`src/rtl/ittage_pkg.sv`:
```
// Shared types, widths and the history insertion function for the ITTAGE
// path-history context generator. All widths of the block are set here.
package ittage_pkg;

   localparam int PLEN           = 32;
   localparam int ILEN           = 32;
   localparam int PATH_HIST_BITS = 16;
   localparam int HIST_SHIFT     = 2;
   localparam int CKPT_DEPTH     = 16;

   localparam int CKPT_ID_W      = $clog2(CKPT_DEPTH);
   localparam int INSTR_ADDR_LSB = $clog2(ILEN/8);
   localparam int FOLD_BITS      = PLEN - INSTR_ADDR_LSB;
   localparam int FOLD_CHUNKS    = (FOLD_BITS + PATH_HIST_BITS - 1) / PATH_HIST_BITS;

   typedef logic [PATH_HIST_BITS-1:0] phist_t;
   typedef logic [CKPT_ID_W-1:0]      ckpt_id_t;
   typedef logic [CKPT_ID_W:0]        ckpt_cnt_t;
   typedef logic [PLEN-1:0]           addr_t;

   // Shift the history and XOR in the folded target (low alignment bits dropped,
   // last chunk zero-padded).
   function automatic phist_t phist_ins(input phist_t h, input addr_t t);
      logic [FOLD_CHUNKS*PATH_HIST_BITS-1:0] pad;
      phist_t                                f;
      pad = '0;
      pad[FOLD_BITS-1:0] = t[PLEN-1:INSTR_ADDR_LSB];
      f = '0;
      for (int i = 0; i < FOLD_CHUNKS; i++) begin
         f = f ^ pad[i*PATH_HIST_BITS +: PATH_HIST_BITS];
      end
      return phist_t'(h << HIST_SHIFT) ^ f;
   endfunction

endpackage

```
`src/rtl/ittage_phist_fold.sv`:
```
// Combinational fold of a target into a path history (shift then XOR).
module ittage_phist_fold
   import ittage_pkg::*;
(
   input  logic [PATH_HIST_BITS-1:0] hist,
   input  logic [PLEN-1:0]           target,
   output logic [PATH_HIST_BITS-1:0] hist_next
);

   assign hist_next = phist_ins(hist, target);

endmodule

```
`src/rtl/ittage_path_hist.sv`:
```
// Speculative path history for the ITTAGE predictor, checkpointed per fetch
// block in a ring buffer, restored on mispredict, plus the registered ITTAGE
// training update.
// Optional: define ITTAGE_PHIST_STATS_EN to add flush / full-stall counters.
module ittage_path_hist
   import ittage_pkg::*;
(
   input  logic                      clk_i,
   input  logic                      rst_ni,
   output logic [PATH_HIST_BITS-1:0] predict_ctx_o,
   input  logic                      alloc_valid_i,
   output logic                      alloc_ready_o,
   input  logic                      alloc_taken_i,
   input  logic [PLEN-1:0]           alloc_target_i,
   output logic [CKPT_ID_W-1:0]      alloc_id_o,
   input  logic                      resolve_valid_i,
   input  logic [CKPT_ID_W-1:0]      resolve_id_i,
   input  logic                      resolve_mispredict_i,
   input  logic                      resolve_taken_i,
   input  logic                      resolve_indirect_i,
   input  logic [PLEN-1:0]           resolve_pc_i,
   input  logic [PLEN-1:0]           resolve_target_i,
   input  logic                      commit_valid_i,
`ifdef ITTAGE_PHIST_STATS_EN
   output logic [31:0]               stat_flush_cnt_o,
   output logic [31:0]               stat_full_cnt_o,
`endif
   output logic                      update_valid_o,
   output logic [PLEN-1:0]           update_pc_o,
   output logic [PATH_HIST_BITS-1:0] update_ctx_o,
   output logic [PLEN-1:0]           update_target_o
);

   localparam ckpt_cnt_t CNT_FULL = ckpt_cnt_t'(CKPT_DEPTH);

   phist_t    hist_q;
   phist_t    ckpt_q [CKPT_DEPTH];
   ckpt_id_t  head_q;
   ckpt_id_t  tail_q;
   ckpt_cnt_t count_q;

   logic      flush;
   logic      full;
   logic      alloc_fire;
   logic      commit_fire;
   logic      train;
   phist_t    restore_base;
   phist_t    hist_alloc_ins;
   phist_t    hist_restore_ins;
   ckpt_id_t  flush_span;

   assign flush         = resolve_valid_i & resolve_mispredict_i;
   assign full          = (count_q == CNT_FULL);
   assign alloc_ready_o = !full & !flush;
   assign alloc_fire    = alloc_valid_i & alloc_ready_o;
   assign commit_fire   = commit_valid_i & (count_q != '0);
   assign train         = resolve_valid_i & resolve_indirect_i & resolve_taken_i;
   assign restore_base  = ckpt_q[resolve_id_i];
   assign flush_span    = resolve_id_i - head_q;

   assign predict_ctx_o = hist_q;
   assign alloc_id_o    = tail_q;

   ittage_phist_fold u_fold_alloc (
      .hist      (hist_q),
      .target    (alloc_target_i),
      .hist_next (hist_alloc_ins)
   );

   ittage_phist_fold u_fold_restore (
      .hist      (restore_base),
      .target    (resolve_target_i),
      .hist_next (hist_restore_ins)
   );

   // Checkpoint storage: snapshot the pre-insertion history on each accepted alloc.
   always_ff @(posedge clk_i) begin
      if (alloc_fire) begin
         ckpt_q[tail_q] <= hist_q;
      end
   end

   // History, ring pointers and occupancy; a flush rewinds tail to just past the resolved slot.
   always_ff @(posedge clk_i) begin
      if (!rst_ni) begin
         hist_q  <= '0;
         head_q  <= '0;
         tail_q  <= '0;
         count_q <= '0;
      end else begin
         head_q <= head_q + ckpt_id_t'(commit_fire);
         if (flush) begin
            hist_q  <= resolve_taken_i ? hist_restore_ins : restore_base;
            tail_q  <= resolve_id_i + ckpt_id_t'(1);
            count_q <= ckpt_cnt_t'(flush_span) + ckpt_cnt_t'(1) - ckpt_cnt_t'(commit_fire);
         end else begin
            if (alloc_fire) begin
               hist_q <= alloc_taken_i ? hist_alloc_ins : hist_q;
               tail_q <= tail_q + ckpt_id_t'(1);
            end
            count_q <= count_q + ckpt_cnt_t'(alloc_fire) - ckpt_cnt_t'(commit_fire);
         end
      end
   end

   // Registered ITTAGE training update; data holds when no update is issued.
   always_ff @(posedge clk_i) begin
      if (!rst_ni) begin
         update_valid_o  <= 1'b0;
         update_pc_o     <= '0;
         update_ctx_o    <= '0;
         update_target_o <= '0;
      end else begin
         update_valid_o <= train;
         if (train) begin
            update_pc_o     <= resolve_pc_i;
            update_ctx_o    <= restore_base;
            update_target_o <= resolve_target_i;
         end
      end
   end

`ifdef ITTAGE_PHIST_STATS_EN
   // Event counters: mispredict flushes and cycles an alloc was offered while full.
   always_ff @(posedge clk_i) begin
      if (!rst_ni) begin
         stat_flush_cnt_o <= '0;
         stat_full_cnt_o  <= '0;
      end else begin
         stat_flush_cnt_o <= stat_flush_cnt_o + 32'(flush);
         stat_full_cnt_o  <= stat_full_cnt_o + 32'(alloc_valid_i & full);
      end
   end
`endif

endmodule

```
`config.mk`:
```
export PLATFORM = sky130hd
export DESIGN_NAME = ittage_path_hist
export DESIGN_NICKNAME = d
export VERILOG_FILES = /design/src/rtl/ittage_pkg.sv /design/src/rtl/ittage_phist_fold.sv /design/src/rtl/ittage_path_hist.sv
export SDC_FILE = /design/constraint.sdc
export NUM_CORES = 1
export LEC_CHECK = 0
export CORE_AREA = 5 5 180 182
export CTS_CLUSTER_SIZE = 20
export DETAILED_ROUTE_END_ITERATION = 16
export DIE_AREA = 0 0 185 187
export GPL_TIMING_DRIVEN = 0
export PLACE_DENSITY = 0.73
export SLEW_MARGIN = 20
export SYNTH_ARGS = -nofsm -noshare
export SYNTH_HDL_FRONTEND = slang
export SYNTH_SLANG_ARGS = --single-unit
export TNS_END_PERCENT = 5
```
`constraint.sdc`:
```
create_clock -name clk_i -period 4.04 [get_ports clk_i]
set_input_delay 0.808 -clock clk_i [delete_from_list [all_inputs] [get_ports clk_i]]
set_output_delay 0.808 -clock clk_i [all_outputs]
set_load 0.1 [all_outputs]
```
==> reports/results.ini, run 1 <==
[logic_synthesis]
synth_nets=1182
ys_ff_latch=366
synth_cells=1055
synth_top_area_share_pct=51.1
yosysWarnings=0
synth_cell_type_count=60
yosysTopAreaCell=edfxtp_1
synth-main-ff-cell=edfxtp_1
synthArstFlopShare_pct=0
avgSynthCellArea_um2=14.3
synth-edff-count=256
synth_seq_area_share_pct=65.7
ys_top_cells_by_area=edfxtp_1, dfxtp_1, mux4_2
syn_area_mm2=0.0150

[drt]
finalWirelength_um=41500
drtAntennaViolNets=0
vias_per_cell=5.68
drtPass1Iterations=5
wl_per_cell_um=23.9
vias=9869
drt-initial-drc-count=960
drc=0

[layout]
diodes=0
finalNetCount=1440
fin_util_pct=62.6
mostFrequentLayoutCells=edfxtp_1, clkdlybuf4s50_1, nand2_1, dfxtp_1, a21boi_0
stdcell_count=1737
final_common_cell=edfxtp_1
syn_to_final_growth_pct=26.5
fillers=2267
drive_gt1_share_pct=13.3

[status]
status=completed

[worst_hold_path]
hp-class=reg -> reg
whs_path_depth=2
hold-path-endpoint=update_ctx_o[9]
min_from=update_ctx_o[9]

[clock_tree]
ctsResizeCount=0
clock-sinks=366
numCtsBuffers=38
cts_tree=built
cts.path.max_buffers=3
cts-root-buf=clkbuf_16
cts_setup_buffers=0
clk_pin_slew_ns=0.06
insertion_delay_ns=0.54
htree_levels=2
postCtsHoldBufs=0

[floorplan]
core_area_mm2=0.0304
initial_core_util_pct=49.4
dieArea_mm2=0.0346
rows=64
die_w_um=185
pin_count=211
fp.dieH_um=187

[global_routing]
grtUsageTotal_pct=23.8
grt-ovfl-total=0
antenna_found_initial=0
grt_max_degree=20
grt_pass1_wl_um=62000
grt_pass1_vias=9785

[sta]
hold_violations=0
tightest_slew_ns=1.08
layout_min_cycle_time_ns=3.86
fmax_ghz=0.259
slew_headroom_pct=28.1
finalSetupViolCount=0
timing.hold.ws_ns=0.455
fin_crit_sh_pct=95.6
finClkSkew_ns=0.0179
rsz0062_at_grt=false
setup_tns_ns=0
drv_slew=0

[setup_path]
reg2reg_setup_slack_ns=0.70
required_ns=3.23
cp_max_fo=5
path_class=in -> out
critPathCaptureType=output pin
rr_worst_depth=14
start_kind=input port
crit_arrival_ns=3.06
rr_startpoint=count_q[3]
reg2reg_to=count_q[4]

[power_and_ir_drop]
p_leak_nw=6.43
power_density_mw_per_mm2=493
ir_drop_mv=0.407
total_power_mw=9.39

[run]
cap_violations=0

[place]
routabilityCongestion=0.838
dp_hpwl_um=29300
io_buffers=206
numPlacedInstances=1669

-- worst max-delay path, cell delays in order --
cell and delay, ns:
clkdlybuf4s50_1 0.50, and2_0 0.20, clkbuf_1 0.14, nor2_2 0.22, clkdlybuf4s50_1 1.18
-- cell type report --
class | instances | area (um2) | area share [%]
timing repair buffer | 218 | 2190 | 11.5
buffer | 63 | 288 | 1.51
multi-input combinational | 608 | 4890 | 25.7
tap | 396 | 495 | 2.60
inverter | 18 | 67.6 | 0.355
clock inverter | 20 | 221 | 1.16
clock buffer | 48 | 998 | 5.25
sequential | 366 | 9890 | 52.0
-- state kept, by name, summed over array words and instances, names as in the netlist --
signal	count
alloc_id_o	4
ckpt_q	256
count_q	5
head_q	4
predict_ctx_o	16
update_ctx_o	16
update_pc_o	32
update_target_o	32
update_valid_o	1
-- per-layer routing --
layer  vias up  share of wire, %  GRT usage, %
met5         -                 0             0
met4         0               3.1          6.97
met3        86               8.1          4.30
met2       448                49          38.3
met1      4911                40          33.3
li1       4424                 -             -
-- stage by stage --
step	instance area (um2)	worst slack (ns)
2_1_floorplan	15000	0.204
3_3_place_gp	17600	-0.861
3_5_place_dp	17800	0.194
4_1_cts	19000	0.178
5_1_grt	19000	0.122
6_report	19000	0.177
-- worst max-delay path by stage --
| stage | to | start | depth (start not counted) | slack, ns |
|---|---|---|---|---|
| floorplan | ckpt_q[9][0] | resolve_valid_i | 5 | 0.20 |
| global placement | ckpt_q[9][5] | resolve_valid_i | 6 | -0.86 |
| detailed placement | alloc_ready_o | resolve_valid_i | 5 | 0.19 |
| CTS | alloc_ready_o | resolve_valid_i | 5 | 0.18 |
| global route | alloc_ready_o | resolve_valid_i | 5 | 0.12 |
| finish | alloc_ready_o | resolve_valid_i | 5 | 0.18 |
-- Yosys cell counts (3+ instances only) --
cell type / count
o22ai_1: 11
a21oi_1: 26
mux4_2: 64
buf_4: 3
and2_1: 7
nand3_1: 17
clkbuf_1: 36
a22oi_2: 4
nor2_1: 21
buf_1: 7
buf_6: 3
nand2b_1: 3
dfxtp_1: 110
nor2b_1: 10
mux2i_1: 8
xnor2_1: 36
edfxtp_1: 256
o21ai_0: 16
xor2_1: 30
a21boi_0: 69
buf_2: 13
o21ai_1: 4
a22oi_1: 19
o211a_1: 3
nor3_1: 4
inv_1: 17
a21boi_1: 11
nand2_1: 190
ha_1: 16
-- report_power, final --
group,switching (mW),internal (mW)
logic,0.980,0.571
registers,0.179,4.23
clock network,1.47,1.96
total,2.63,6.76
-- logic make-up (layout without fill, tap and decap cells) --
logic type | count (synthesis) | after routing | synth area share [%]
AO/OA/AOI/OAI | 182 | 182 | 8.52
XOR/XNOR | 66 | 66 | 3.84
adder cells (fa/ha/maj) | 18 | 18 | 1.60
buffers and inverters | 81 | 367 | 2.36
flip-flops | 366 | 366 | 65.7
multiplexers | 75 | 75 | 10.4
AND/OR/NAND/NOR | 267 | 267 | 7.58
Note: power is estimated with default switching activity, not from simulation.
==> run 2: changes to the inputs <==
Settings changed: CAP_MARGIN set to 40.
==> run 2 against run 1 <==
Against the previous run:
- register-to-register slack lost 0.06 ns
- maximum frequency grew 11%
- non-clock buffer count grew 103
- clock power is essentially flat
- global-route usage grew 3.6 points
- clock skew shrank 0.00093 ns
- via count grew 9.4%
- critical path depth grew 1
- total power grew 3.4%
- flip-flop and latch count is the same
- first-iteration DRC count grew 19%
- cell area grew 12%
==> reports/results.ini, run 2 (synthesis results as in run 1) <==
[status]
status=completed

[floorplan]
die_w_um=185  ; unchanged
initial_core_util_pct=49.4  ; unchanged
core_area_mm2=0.0304  ; unchanged
rows=64  ; unchanged
fp.dieH_um=187  ; unchanged
dieArea_mm2=0.0346  ; unchanged
pin_count=211  ; unchanged

[setup_path]
cp_max_fo=5  ; unchanged
path_buf_inv=4  ; +1
cp_slowest_cell=clkdlybuf4s50_1
required_ns=3.23  ; about the same
start_kind=input port
rr_worst_depth=14  ; unchanged
crit_cells=6  ; +1
crit_arrival_ns=2.69  ; -0.37 ns
critPathCaptureType=output pin
rr_startpoint=count_q[3]
cpMostUsedCell=clkdlybuf4s50_1
reg2reg_to=count_q[4]
crit_end=alloc_ready_o
worstSetupStartpoint=resolve_valid_i
cpPeakStageDelay_ns=0.56  ; -0.62 ns
reg2reg_setup_slack_ns=0.64  ; -0.06 ns
path_cells=clkdlybuf4s50_1 -> and2_0 -> clkbuf_1 -> nor2_2 -> clkdlybuf4s50_1 -> buf_8
crit_family=buffers and inverters
path_class=in -> out

[drt]
drtAntennaViolNets=0  ; unchanged
wl_met2_um=24400  ; +21%
drc=0  ; unchanged
met1_length_um=17300  ; +3.7%
finalWirelength_um=47800  ; +15%
top_layer=met4
drt-initial-drc-count=1147  ; +19%
vias_per_cell=5.87  ; +3.3%
wl_per_cell_um=26.0  ; +8.9%
vias=10798  ; +9.4%
dr_wl_met3_um=3760  ; +11%
drtPass1Iterations=5  ; unchanged

[run]
cap_violations=0  ; unchanged

[sta]
slew_headroom_pct=44.9  ; +17 points
tightest_slew_ns=0.825  ; -0.251 ns
setup_tns_ns=0  ; unchanged
finClkSkew_ns=0.0170  ; -0.000926 ns
hold_violations=0  ; unchanged
layout_min_cycle_time_ns=3.49  ; -0.369 ns
finalSetupViolCount=0  ; unchanged
timing.hold.ws_ns=0.457  ; +0.00251 ns
fmax_ghz=0.286  ; +11%
layout_setup_ws_ns=0.546  ; +0.369 ns
drv_slew=0  ; unchanged
fin_crit_sh_pct=86.5  ; -9.1 points
rsz0062_at_grt=false

[layout]
final_common_cell=edfxtp_1
reg.largest.list=ckpt_q (256), update_pc_o (32), update_target_o (32)
finalNetCount=1542  ; +7.1%
final_area_mm2=0.0214  ; +12%
top_register=ckpt_q
drive_gt1_share_pct=19.4  ; +6.1 points
syn_to_final_growth_pct=42.3
fillers=1839  ; -19%
largest_reg_flops=256  ; unchanged
stdcell_count=1839  ; +5.9%
fin_util_pct=70.3  ; +7.8 points
mostFrequentLayoutCells=edfxtp_1, clkdlybuf4s50_1, nand2_1, dfxtp_1, a21boi_0

[global_routing]
antenna_found_initial=1  ; +1
grt_pass1_vias=11307  ; +16%
grt-ovfl-total=0  ; unchanged
grt_max_degree=20  ; unchanged
grtUsageTotal_pct=27.4  ; +3.6 points
grt_pass1_wl_um=71100  ; +15%

[place]
routabilityCongestion=0.838  ; unchanged
dp_hpwl_um=33700  ; +15%
dp_slack_ns=0.210  ; +0.0162 ns
place_area_mm2=0.0202  ; +13%
numPlacedInstances=1771  ; +6.1%
io_buffers=206  ; unchanged

[clock_tree]
postCtsHoldBufs=0  ; unchanged
cts.path.max_buffers=3  ; unchanged
insertion_delay_ns=0.54  ; about the same
cts_tree=built
ctsResizeCount=0  ; unchanged
numCtsBuffers=37  ; -2.6%
clock-sinks=366  ; unchanged
cts-root-buf=clkbuf_16
cts_setup_buffers=0  ; unchanged
htree_levels=2  ; unchanged
clk_pin_slew_ns=0.06  ; about the same

[power_and_ir_drop]
power_density_mw_per_mm2=454  ; -8.0%
total_power_mw=9.72  ; +3.4%
ir_drop_mv=0.453  ; +11%
p_leak_nw=7.46  ; +16%

[worst_hold_path]
whs_path_depth=2  ; unchanged
min_from=update_ctx_o[5]
hp-class=reg -> reg

## run 2: cell types whose count changed in the layout (fill, tap and decap cells not counted), sizes merged
| cell | previous run | this run |
|---|---|---|
| diode | 0 | 1 |
| buf | 38 | 141 |
| clkinv | 16 | 15 |
| inv | 18 | 19 |
| clkbuf | 85 | 83 |
## run 2: layer usage
metal  vias to the layer above  GRT usage (%)
met1                      5394           34.9
met4                         0           11.9
met3                       142           4.55
met2                       637           46.3
met5                         -              0
li1                       4625              -
## run 2: report_power, final
part           switching (mW)  leakage (nW)  internal, mW
logic                    1.07          3.62         0.788
clock network            1.47         0.590          1.97
registers               0.187          3.25          4.23
total                    2.73          7.46          6.99
## run 2: worst min path at each step
stage / endpoint / slack (ns)
after floorplan: head_q[0] / 0.56
after global placement: update_ctx_o[0] / 0.44
after detailed placement: update_ctx_o[11] / 0.45
after CTS: update_ctx_o[3] / 0.46
after global routing: update_ctx_o[5] / 0.47
final: update_ctx_o[5] / 0.46
## run 2: cell type report
class / count / area (um2) / share of cell area [%]
multi-input cells: 608 / 4890 / 22.8
clock buffers: 46 / 1000 / 4.68
well taps: 396 / 495 / 2.32
clock inverters: 20 / 218 / 1.02
repair buffers: 321 / 4550 / 21.3
flip-flops and latches: 366 / 9890 / 46.2
diodes: 1 / 2.50 / 0.0117
plain buffers: 63 / 288 / 1.34
inverters: 18 / 67.6 / 0.316
## run 2: tightest hold or removal path, delay by kind of cell (launching register included)
family / cells / cell delay, ns
compound gates: 1 / 0.05
simple gates: 1 / 0.05
flops: 1 / 0.31
==> run 3: changes to the inputs <==
--- a/config.mk
+++ b/config.mk
@@ -13,5 +13,4 @@
 export GPL_TIMING_DRIVEN = 0
 export PLACE_DENSITY = 0.73
-export SLEW_MARGIN = 20
 export SYNTH_ARGS = -nofsm -noshare
 export SYNTH_HDL_FRONTEND = slang
==> constraint.sdc (replaced) <==
create_clock -name clk_i -period 4.04 [get_ports clk_i]
set_input_delay 0.404 -clock clk_i [delete_from_list [all_inputs] [get_ports clk_i]]
set_output_delay 0.404 -clock clk_i [all_outputs]
set_load 0.1 [all_outputs]
==> run 3 against run 2 <==
Against the previous run:
- maximum frequency down 0.59%
- clock-buffer cell count up 3
- total power down 0.72%
- core utilization up 0.35 points
- via count down 0.37%
- flip-flop and latch count unchanged
- setup slack worse by 0.021 ns
- cell count up 0.65%
==> reports/results.ini, run 3 (synthesis results as in run 1) <==
[clock_tree]
clock-sinks=366  ; unchanged
postCtsHoldBufs=0  ; unchanged
cts_setup_buffers=0  ; unchanged
htree_levels=2  ; unchanged
cts.path.max_buffers=3  ; unchanged
clk_pin_slew_ns=0.06  ; about the same
ctsResizeCount=0  ; unchanged
numCtsBuffers=38  ; +2.7%
insertion_delay_ns=0.54  ; about the same
cts-root-buf=clkbuf_16
cts_tree=built

[drt]
vias_per_cell=5.81  ; -1.0%
vias=10758  ; -0.37%
drt-initial-drc-count=1239  ; +8.0%
drc=0  ; unchanged
drtPass1Iterations=5  ; unchanged
wl_per_cell_um=25.6  ; -1.6%
finalWirelength_um=47400  ; -1.0%
drtAntennaViolNets=0  ; unchanged

[place]
routabilityCongestion=0.838  ; unchanged
dp_hpwl_um=34700  ; +2.9%
io_buffers=206  ; unchanged

[floorplan]
pin_count=211  ; unchanged
rows=64  ; unchanged
initial_core_util_pct=49.4  ; unchanged
die_w_um=185  ; unchanged
dieArea_mm2=0.0346  ; unchanged
fp.dieH_um=187  ; unchanged
core_area_mm2=0.0304  ; unchanged

[setup_path]
path_cells=inv_1 -> ha_1 -> and4bb_2 -> nand3b_1 -> ha_1 -> inv_1 -> ha_1 -> inv_1 -> fa_1 -> nor2b_1 -> o21bai_1 -> nand3_1 -> or3b_2 -> a21boi_0
crit_family=simple AND/OR/NAND/NOR gates
path_buf_inv=3  ; -1
required_ns=4.48  ; +1.25 ns
cpPeakStageDelay_ns=0.45  ; -0.11 ns
critPathCaptureType=register
cp_slowest_cell=or3b_2
crit_arrival_ns=3.96  ; +1.27 ns
start_kind=register
cp_max_fo=7  ; +2
path_class=reg -> reg

[layout]
drive_gt1_share_pct=19.9  ; +0.46 points
ff_latch_area_mm2=0.00989  ; unchanged
fin_util_pct=70.7  ; +0.35 points
largest_reg_flops=256  ; unchanged
reg.largest.list=ckpt_q (256), update_pc_o (32), update_target_o (32)
fillers=1800  ; -2.1%
final_common_cell=edfxtp_1
syn_to_final_growth_pct=43.0
multi_input_area_mm2=0.00485  ; -0.82%
finalNetCount=1551  ; +0.58%
mostFrequentLayoutCells=edfxtp_1, clkdlybuf4s50_1, nand2_1, dfxtp_1
top_register=ckpt_q

[sta]
finalSetupViolCount=0  ; unchanged
drv_slew=0  ; unchanged
fmax_ghz=0.284  ; -0.59%
finClkSkew_ns=0.0259  ; +0.00891 ns
setup_tns_ns=0  ; unchanged
rsz0062_at_grt=false
hold_violations=0  ; unchanged
timing.hold.ws_ns=0.433  ; -0.0241 ns
tightest_slew_ns=0.889  ; +0.0641 ns
fin_crit_sh_pct=87.0  ; +0.52 points
layout_min_cycle_time_ns=3.52  ; +0.0209 ns
slew_headroom_pct=40.5  ; -4.4 points

[power_and_ir_drop]
power_density_mw_per_mm2=448  ; -1.2%
p_leak_nw=7.53  ; +0.88%
ir_drop_mv=0.449  ; -0.98%

[global_routing]
grtUsageTotal_pct=27.0  ; -0.39 points
grt_pass1_vias=11313  ; +0.053%
grt-ovfl-total=0  ; unchanged
grt_max_degree=20  ; unchanged
grt_pass1_wl_um=70100  ; -1.5%
antenna_found_initial=1  ; unchanged

[status]
status=completed

[worst_hold_path]
hp-class=in -> reg

[run]
cap_violations=0  ; unchanged

[run 3: report_power, final]
part,switching [mW],internal (mW)
registers,0.184,4.23
clock network,1.45,1.92
logic,1.07,0.793
[run 3: worst min-delay path: cells and delay by family]
family / cells / cell delay (ns)
and+or+nand+nor: 1 / 0.05
buffers and inverters: 1 / 0.40
AOI/OAI and AO/OA: 1 / 0.07
[run 3: per-layer routing]
layer,GRT usage (%),share of wire [%],up-vias
met4,11.3,4.7,0
li1,-,-,4647
met5,0,0,-
met3,5.56,8.2,127
met2,45.4,51,597
met1,34.0,37,5387
[run 3: cell type report]
type	instances	area share, %
Buffer	63	1.34
Clock buffer	49	4.71
Antenna cell	1	0.0116
Tap cell	396	2.30
Multi-Input combinational cell	608	22.5
Clock inverter	21	0.873
Sequential cell	366	46.0
Timing Repair Buffer	329	21.9
Inverter	18	0.314
[run 3: per-stage QoR]
step                area, um2  cells  power, mW  setup WS [ns]
floorplan               15000   1055       5.49          0.477
global placement        17600   1657       5.97         -0.457
detailed placement      20300   1779       6.32          0.589
CTS                     21500   1849       9.66          0.580
global route            21500   1851       9.97          0.340
finish                  21500   1851       9.65          0.525
[run 3: worst paths after layout]
path         cells after the start              end  slack, ns              from
max                             14       count_q[4]       0.52        count_q[3]
min                              3  update_pc_o[20]       0.43  resolve_pc_i[20]
max reg2reg                     14       count_q[4]       0.52        count_q[3]
min reg2reg                      2  update_ctx_o[3]       0.45   update_ctx_o[3]
